**src/rtl/sync_fifo.sv**
```systemverilog
// Single-clock FIFO with registered read data,
// full/empty flags and a rejected-request pulse.
module sync_fifo #(
  parameter int WIDTH      = 4,
  parameter int DEPTH      = 16,
  parameter int ADDR_WIDTH = $clog2(DEPTH)
) (
  input  logic             clk_i,
  input  logic             rst_i,
  input  logic [WIDTH-1:0] wdata_i,
  output logic [WIDTH-1:0] rdata_o,
  input  logic             wr_en_i,
  input  logic             rd_en_i,
  output logic             full_o,
  output logic             empty_o,
  output logic             error_o
);

  localparam logic [ADDR_WIDTH:0] PTR_ONE =
    {{ADDR_WIDTH{1'b0}}, 1'b1};

  logic [ADDR_WIDTH:0]   wr_ptr_q, wr_ptr_d;
  logic [ADDR_WIDTH:0]   rd_ptr_q, rd_ptr_d;
  logic [WIDTH-1:0]      rdata_q, rdata_d;
  logic                  error_q, error_d;
  logic [WIDTH-1:0]      mem_q [DEPTH];
  logic [ADDR_WIDTH-1:0] wr_idx, rd_idx;
  logic                  full, empty;
  logic                  wr_ok, rd_ok;

  assign wr_idx = wr_ptr_q[ADDR_WIDTH-1:0];
  assign rd_idx = rd_ptr_q[ADDR_WIDTH-1:0];

  // MSB is the wrap toggle: equal lows with
  // differing MSBs means one full lap ahead.
  assign empty = (wr_ptr_q == rd_ptr_q);
  assign full  =
    (wr_ptr_q[ADDR_WIDTH] != rd_ptr_q[ADDR_WIDTH]) &&
    (wr_idx == rd_idx);

  assign wr_ok = wr_en_i & ~full;
  assign rd_ok = rd_en_i & ~empty;

  always_comb begin
    wr_ptr_d = wr_ptr_q;
    rd_ptr_d = rd_ptr_q;
    rdata_d  = rdata_q;
    if (wr_ok) wr_ptr_d = wr_ptr_q + PTR_ONE;
    if (rd_ok) begin
      rd_ptr_d = rd_ptr_q + PTR_ONE;
      rdata_d  = mem_q[rd_idx];
    end
    error_d = (wr_en_i & full) | (rd_en_i & empty);
  end

  always_ff @(posedge clk_i or negedge rst_i) begin
    if (!rst_i) begin
      wr_ptr_q <= '0;
      rd_ptr_q <= '0;
      rdata_q  <= '0;
      error_q  <= 1'b0;
    end else begin
      wr_ptr_q <= wr_ptr_d;
      rd_ptr_q <= rd_ptr_d;
      rdata_q  <= rdata_d;
      error_q  <= error_d;
    end
  end

  always_ff @(posedge clk_i) begin
    if (wr_ok) mem_q[wr_idx] <= wdata_i;
  end

  assign rdata_o = rdata_q;
  assign error_o = error_q;
  assign full_o  = full;
  assign empty_o = empty;

endmodule

```
**config.mk**
```make
export PLATFORM = sky130hd
export DESIGN_NAME = sync_fifo
export DESIGN_NICKNAME = d
export VERILOG_FILES = /design/src/rtl/sync_fifo.sv
export SDC_FILE = /design/constraint.sdc
export NUM_CORES = 1
export LEC_CHECK = 0
export ABC_AREA = 1
export BUFFER_PORTS_ARGS = -buffer_cell sky130_fd_sc_hd__clkbuf_2
export CORE_MARGIN = 2
export CORE_UTILIZATION = 27
export CTS_CLUSTER_DIAMETER = 150
export CTS_CLUSTER_SIZE = 25
export DETAILED_ROUTE_END_ITERATION = 6
export HOLD_SLACK_MARGIN = 0.05
export PLACE_DENSITY = 0.48
export SYNTH_ARGS = -nofsm -noshare
export SYNTH_HDL_FRONTEND = slang
export SYNTH_SLANG_ARGS = --single-unit
```
**constraint.sdc**
```tcl
create_clock -name clk_i -period 4.6 [get_ports clk_i]
set_input_delay 0.92 -clock clk_i [delete_from_list [all_inputs] [get_ports clk_i]]
set_output_delay 0.92 -clock clk_i [all_outputs]
set_load 0.02 [all_outputs]
```
### After elaboration in Yosys (flattened, before gate mapping)

Memories as Yosys holds them, arrays and structs flattened. A register that Yosys moved wholly into a read port is not among the register bits.
Cells that the tools add are included.

| cells by class | value |
|---|---|
| reductions and logical operators | 2 |
| equality and inequality tests | 3 |
| add/sub/neg operators | 2 |
| bitwise operators | 7 |
| muxes and demuxes | 2 |

Operators by type and width:

| kind | number |
|---|---|
| adder 5 x 1 -> 5 bit, second input constant | 2 |
| equality test 5 bit | 1 |
| bitwise AND 1 bit | 4 |
| equality test 4 bit | 1 |
| two-way mux 1 bit | 2 |
| NOT 1 bit | 2 |
| logical AND 1 bit | 1 |
| zero test 1 bit | 1 |
| != test 1 bit | 1 |
| OR 1 bit | 1 |

| storage, ports and cells | value |
|---|---|
| memories kept | 1 |
| output and inout bits | 7 |
| input bits | 8 |
| register bits after elaboration | 11 |
| RAM bits | 64 |
| logic and storage cells | 20 |

Memories:

| name | depth | bits a word | rd ports | clocked after memory_dff | wr ports | RTL line | source |
|---|---|---|---|---|---|---|---|
| mem_q | 16 | 4 | 1 | 1 | 1 | 26 | `logic [WIDTH-1:0] mem_q [DEPTH];` |

### Logic depth before layout (Yosys ltp)

| logic depth | value |
|---|---|
| depth after elaboration | 6 |
| mapped depth | 12 |
| gate-level depth less buffers | 10 |

### Least setup slack after synthesis

No wires, ideal clock.

| timing path | value |
|---|---|
| path kind | flip-flop to output port |
| start point | register rd_ptr_q[1] |
| end point | output full_o |
| path slack | 2609 ps |
| cell stages (with the launch flop) | 6 |
| required time | 3680 ps |
| arrival | 1071 ps |
| path buffers | 1 |
| path through | dfrtp_1 > buf_6 > xor2_1 > nor2_2 > nand3_2 > inv_1 |

| between the ends | value |
|---|---|
| longest elaborated chain between the ends | 2 |

Ends and longest elaborated chain:

| item | RTL line | source |
|---|---|---|
| start, declared | 23 | `logic [ADDR_WIDTH:0] rd_ptr_q, rd_ptr_d;` |
| start signal, assigned | 64 | `rd_ptr_q <= rd_ptr_d;` |
| equality test 4 bit | 39 | `(wr_idx == rd_idx);` |
| logical AND 1 bit | 38 | `(wr_ptr_q[ADDR_WIDTH] != rd_ptr_q[ADDR_WIDTH]) &&` |
| end, declared | 14 | `output logic full_o,` |

Every way passes these cells.

### Worst setup path in the final report

| timing path | value |
|---|---|
| start point | register rd_ptr_q[0] |
| end point | output full_o |

The elaborated chain is that of the path after synthesis.

==> metrics <==
outcome finished, final reports clean; setup TNS 0 ps; final-report max-slew violation count 0; WHS 478 ps; post-route design area 4230 um2; Longest Clk Path Bufs 2; via count of the first global-routing pass about 2600; floorplan die width around 120 um; dpl ws roughly 2100 ps; worst path cell trace inv_4 > nand2_1 > nand2_1 > nor2_2 > nand3_2 > inv_1 > clkbuf_2; final standard cell utilization of the core 30.9%; ys async rst share roughly a fifth; maximum capacitance violations 0; drt drc 0; Worst Reg2Reg Path Length in Cells 7; worst slew pin tran roughly 740 ps; remaining antenna violation count after routing 0; buffers plus inverters on the worst setup path 3; Seq/Total Area, Yosys around 61%; maximum operating frequency 0.354 GHz; Worst setup EP type primary output; largest area contributor in the synthesized netlist sky130_fd_sc_hd__edfxtp_1; net load switching power roughly 0.97 mW; final critical-path required period 2820 ps; proportion of netlist area held by the largest area contributor around half; start point of the worst min-delay path rdata_o[2]$_DFFE_PN0P_; leakage power roughly 1.9 nW; global routing usage summed across all routing layers between 10% and 20%; fill count approximately 1400; largest stage delay on the critical path 630 ps; reg-to-reg slack, setup roughly 2200 ps; top cells by area in the synthesized netlist sky130_fd_sc_hd__edfxtp_1 (51%), sky130_fd_sc_hd__nand2_1 (15%), sky130_fd_sc_hd__dfrtp_1 (10%); Cell variety after synth 19; total via count after detailed routing about 2500; number of failing setup endpoints in the final timing report 0; placement-stage cell area 3940 um2; starting density of the core 27.3%; antenna violations before repair 0; largest net degree at the start of global routing 35; leading cell type in the layout, fill and taps excluded sky130_fd_sc_hd__nand2_1; layout cells sized above 1 under 10%; r2r startpoint rd_ptr_q[0]$_DFFE_PN0P_; # H-tree levels 3; class of the worst hold path reg2reg; Setup CP Type reg2out; hold-fix buffers at CTS 0; Port-buffer cells 14; Routability Congestion about 0.83; total wirelength of the detailed-routed design roughly 8400 um; drt initial violations 152; final HPWL from detailed placement just under 6000 um; area growth from synthesis to final layout 13.1%; core box area between 10000 and 15000 um2; proportion of total power due to net switching about two fifths; number of synthesized flops with an enable pin between 60 and 70; antenna fix cells 0; Worst-path clk slew about 60 ps; number of gates resized after CTS 0; Max VDD drop about 250 uV; Seq pwr share 40.1%; post-synth net total 414; Clock Power Share between 20% and 30%; Initial DRT Pass Iterations 4; most used cells in the layout excluding fill and tap cells sky130_fd_sc_hd__nand2_1 (147), sky130_fd_sc_hd__inv_1 (77), sky130_fd_sc_hd__edfxtp_1 (64); worst reg2reg endpoint mem_q[8][3]$_DFFE_PP_; final global-route overflow total 0; Worst setup SP type register; Critical Path Stages 7; final routed wire length divided by cell count approximately 14 um; family of cells with the greatest summed delay on the critical path flip-flops; Tot Pwr ~2.5 mW; end point of the worst hold path rdata_o[2]$_DFFE_PN0P_; number of instances in the synthesized netlist around 400; clk root buf sky130_fd_sc_hd__clkbuf_16; power per unit of standard cell area roughly 600 nW/um2; I/O pin total 15; post-route worst setup slack around 1800 ps; number of sinks handled by clock tree synthesis 79; flops & latches, synth about 80; final-stage net count 425; cell total after placement slightly below 600; clock buffer count from CTS 9; crit-path max FO 34; number of standard-cell rows in the floorplan 43; relative slew slack roughly half; CTS tree built; Top cell by count, worst path sky130_fd_sc_hd__nand2_1; area of the mapped netlist about 3700 um2; Final Instance Count excl. Fillers 597; clock insertion delay at the later pin of the skew report 340 ps; # Post-CTS Setup Buffers 0; final clock skew between 7 and 8 ps; Hold Path Depth 2; mean area per synthesized cell approximately 9.3 um2; dominant synthesized flop cell sky130_fd_sc_hd__edfxtp_1; WP data required 3680 ps; worst path arrival time 1900 ps; P_int 1.56 mW; Die Span Y 122 um; number of vias per cell after detailed routing approximately 4.3; RSZ-0062 raised after global routing no; final period utilization 61.4%; share of total power in combinational logic ~32%; warning count from the yosys run 0; final hold violation count 0; worst-path cell with the longest stage delay sky130_fd_sc_hd__dfrtp_1; wire length of the first global-routing pass approximately 14000 um; Total Die Area between 10000 and 15000 um2
[cell families (layout without fill, tap and decap cells)]
| logic type | after synthesis | after routing | synth area share [%] |
|---|---|---|---|
| buffers and inverters | 93 | 109 | 10.6 |
| xor gates and xnor gates | 10 | 10 | 2.34 |
| and+or+nand+nor | 212 | 212 | 23.7 |
| adders and majority gates | 5 | 5 | 1.67 |
| AOI/OAI and AO/OA | 2 | 2 | 0.267 |
| DFF | 79 | 79 | 61.4 |
[power groups by stage]
stage | Combinational, mW | Clock, mW | Sequential (mW)
final | 0.818 | 0.695 | 1.01
after global routing | 0.938 | 0.740 | 1.04
after CTS | 0.829 | 0.706 | 1.02
after floorplan | 0.656 | 0 | 0.976
after detailed placement | 0.826 | 0 | 1.03
after global placement | 0.828 | 0 | 1.03
[cell usage after synthesis (3+ instances only)]
master	count
sky130_fd_sc_hd__ha_1	5
sky130_fd_sc_hd__xnor2_1	5
sky130_fd_sc_hd__inv_1	77
sky130_fd_sc_hd__edfxtp_1	64
sky130_fd_sc_hd__buf_2	10
sky130_fd_sc_hd__buf_6	4
sky130_fd_sc_hd__nand2_1	147
sky130_fd_sc_hd__dfrtp_1	15
sky130_fd_sc_hd__xor2_1	5
sky130_fd_sc_hd__nor3_1	15
sky130_fd_sc_hd__nand3_1	44
sky130_fd_sc_hd__nor2_1	3
[worst min-delay path, cell delays in order (launching register included)]
cell	delay [ps]
sky130_fd_sc_hd__dfrtp_1	340
sky130_fd_sc_hd__nand2_1	50
sky130_fd_sc_hd__nand2_1	50
[worst max path at each step]
stage                                  startpoint  endpoint  slack, ps
final                     rd_ptr_q[0]$_DFFE_PN0P_    full_o       1780
after global routing      rd_ptr_q[0]$_DFFE_PN0P_    full_o       1580
after CTS                 rd_ptr_q[0]$_DFFE_PN0P_    full_o       1750
after detailed placement  rd_ptr_q[0]$_DFFE_PN0P_    full_o       2120
after global placement    rd_ptr_q[0]$_DFFE_PN0P_    full_o       2160
after floorplan           rd_ptr_q[1]$_DFFE_PN0P_    full_o       2610
[sequential cells by signal, indices dropped and copies added, names as in the netlist]
register	count
error_o	1
mem_q	64
rd_ptr_q	5
rdata_o	4
wr_ptr_q	5
[per-layer routing]
metal	vias to the layer above	global-route usage [%]	part of all wire (%)
met5	-	0	0
met4	0	6.39	2.0
met3	12	2.29	3.5
met2	49	21.2	48
met1	1204	16.1	46
li1	1274	-	-
[area by class of cell]
class / instances / area [um2] / share of cell area [%]
sequential: 79 / 2300 / 54.3
clock buffer: 11 / 233 / 5.50
tap: 180 / 225 / 5.32
timing repair buffer: 15 / 77.6 / 1.83
clock inverter: 5 / 58.8 / 1.39
multi-input combinational: 229 / 1050 / 24.7
inverter: 78 / 295 / 6.98
(Power assumes the default switching activity.)
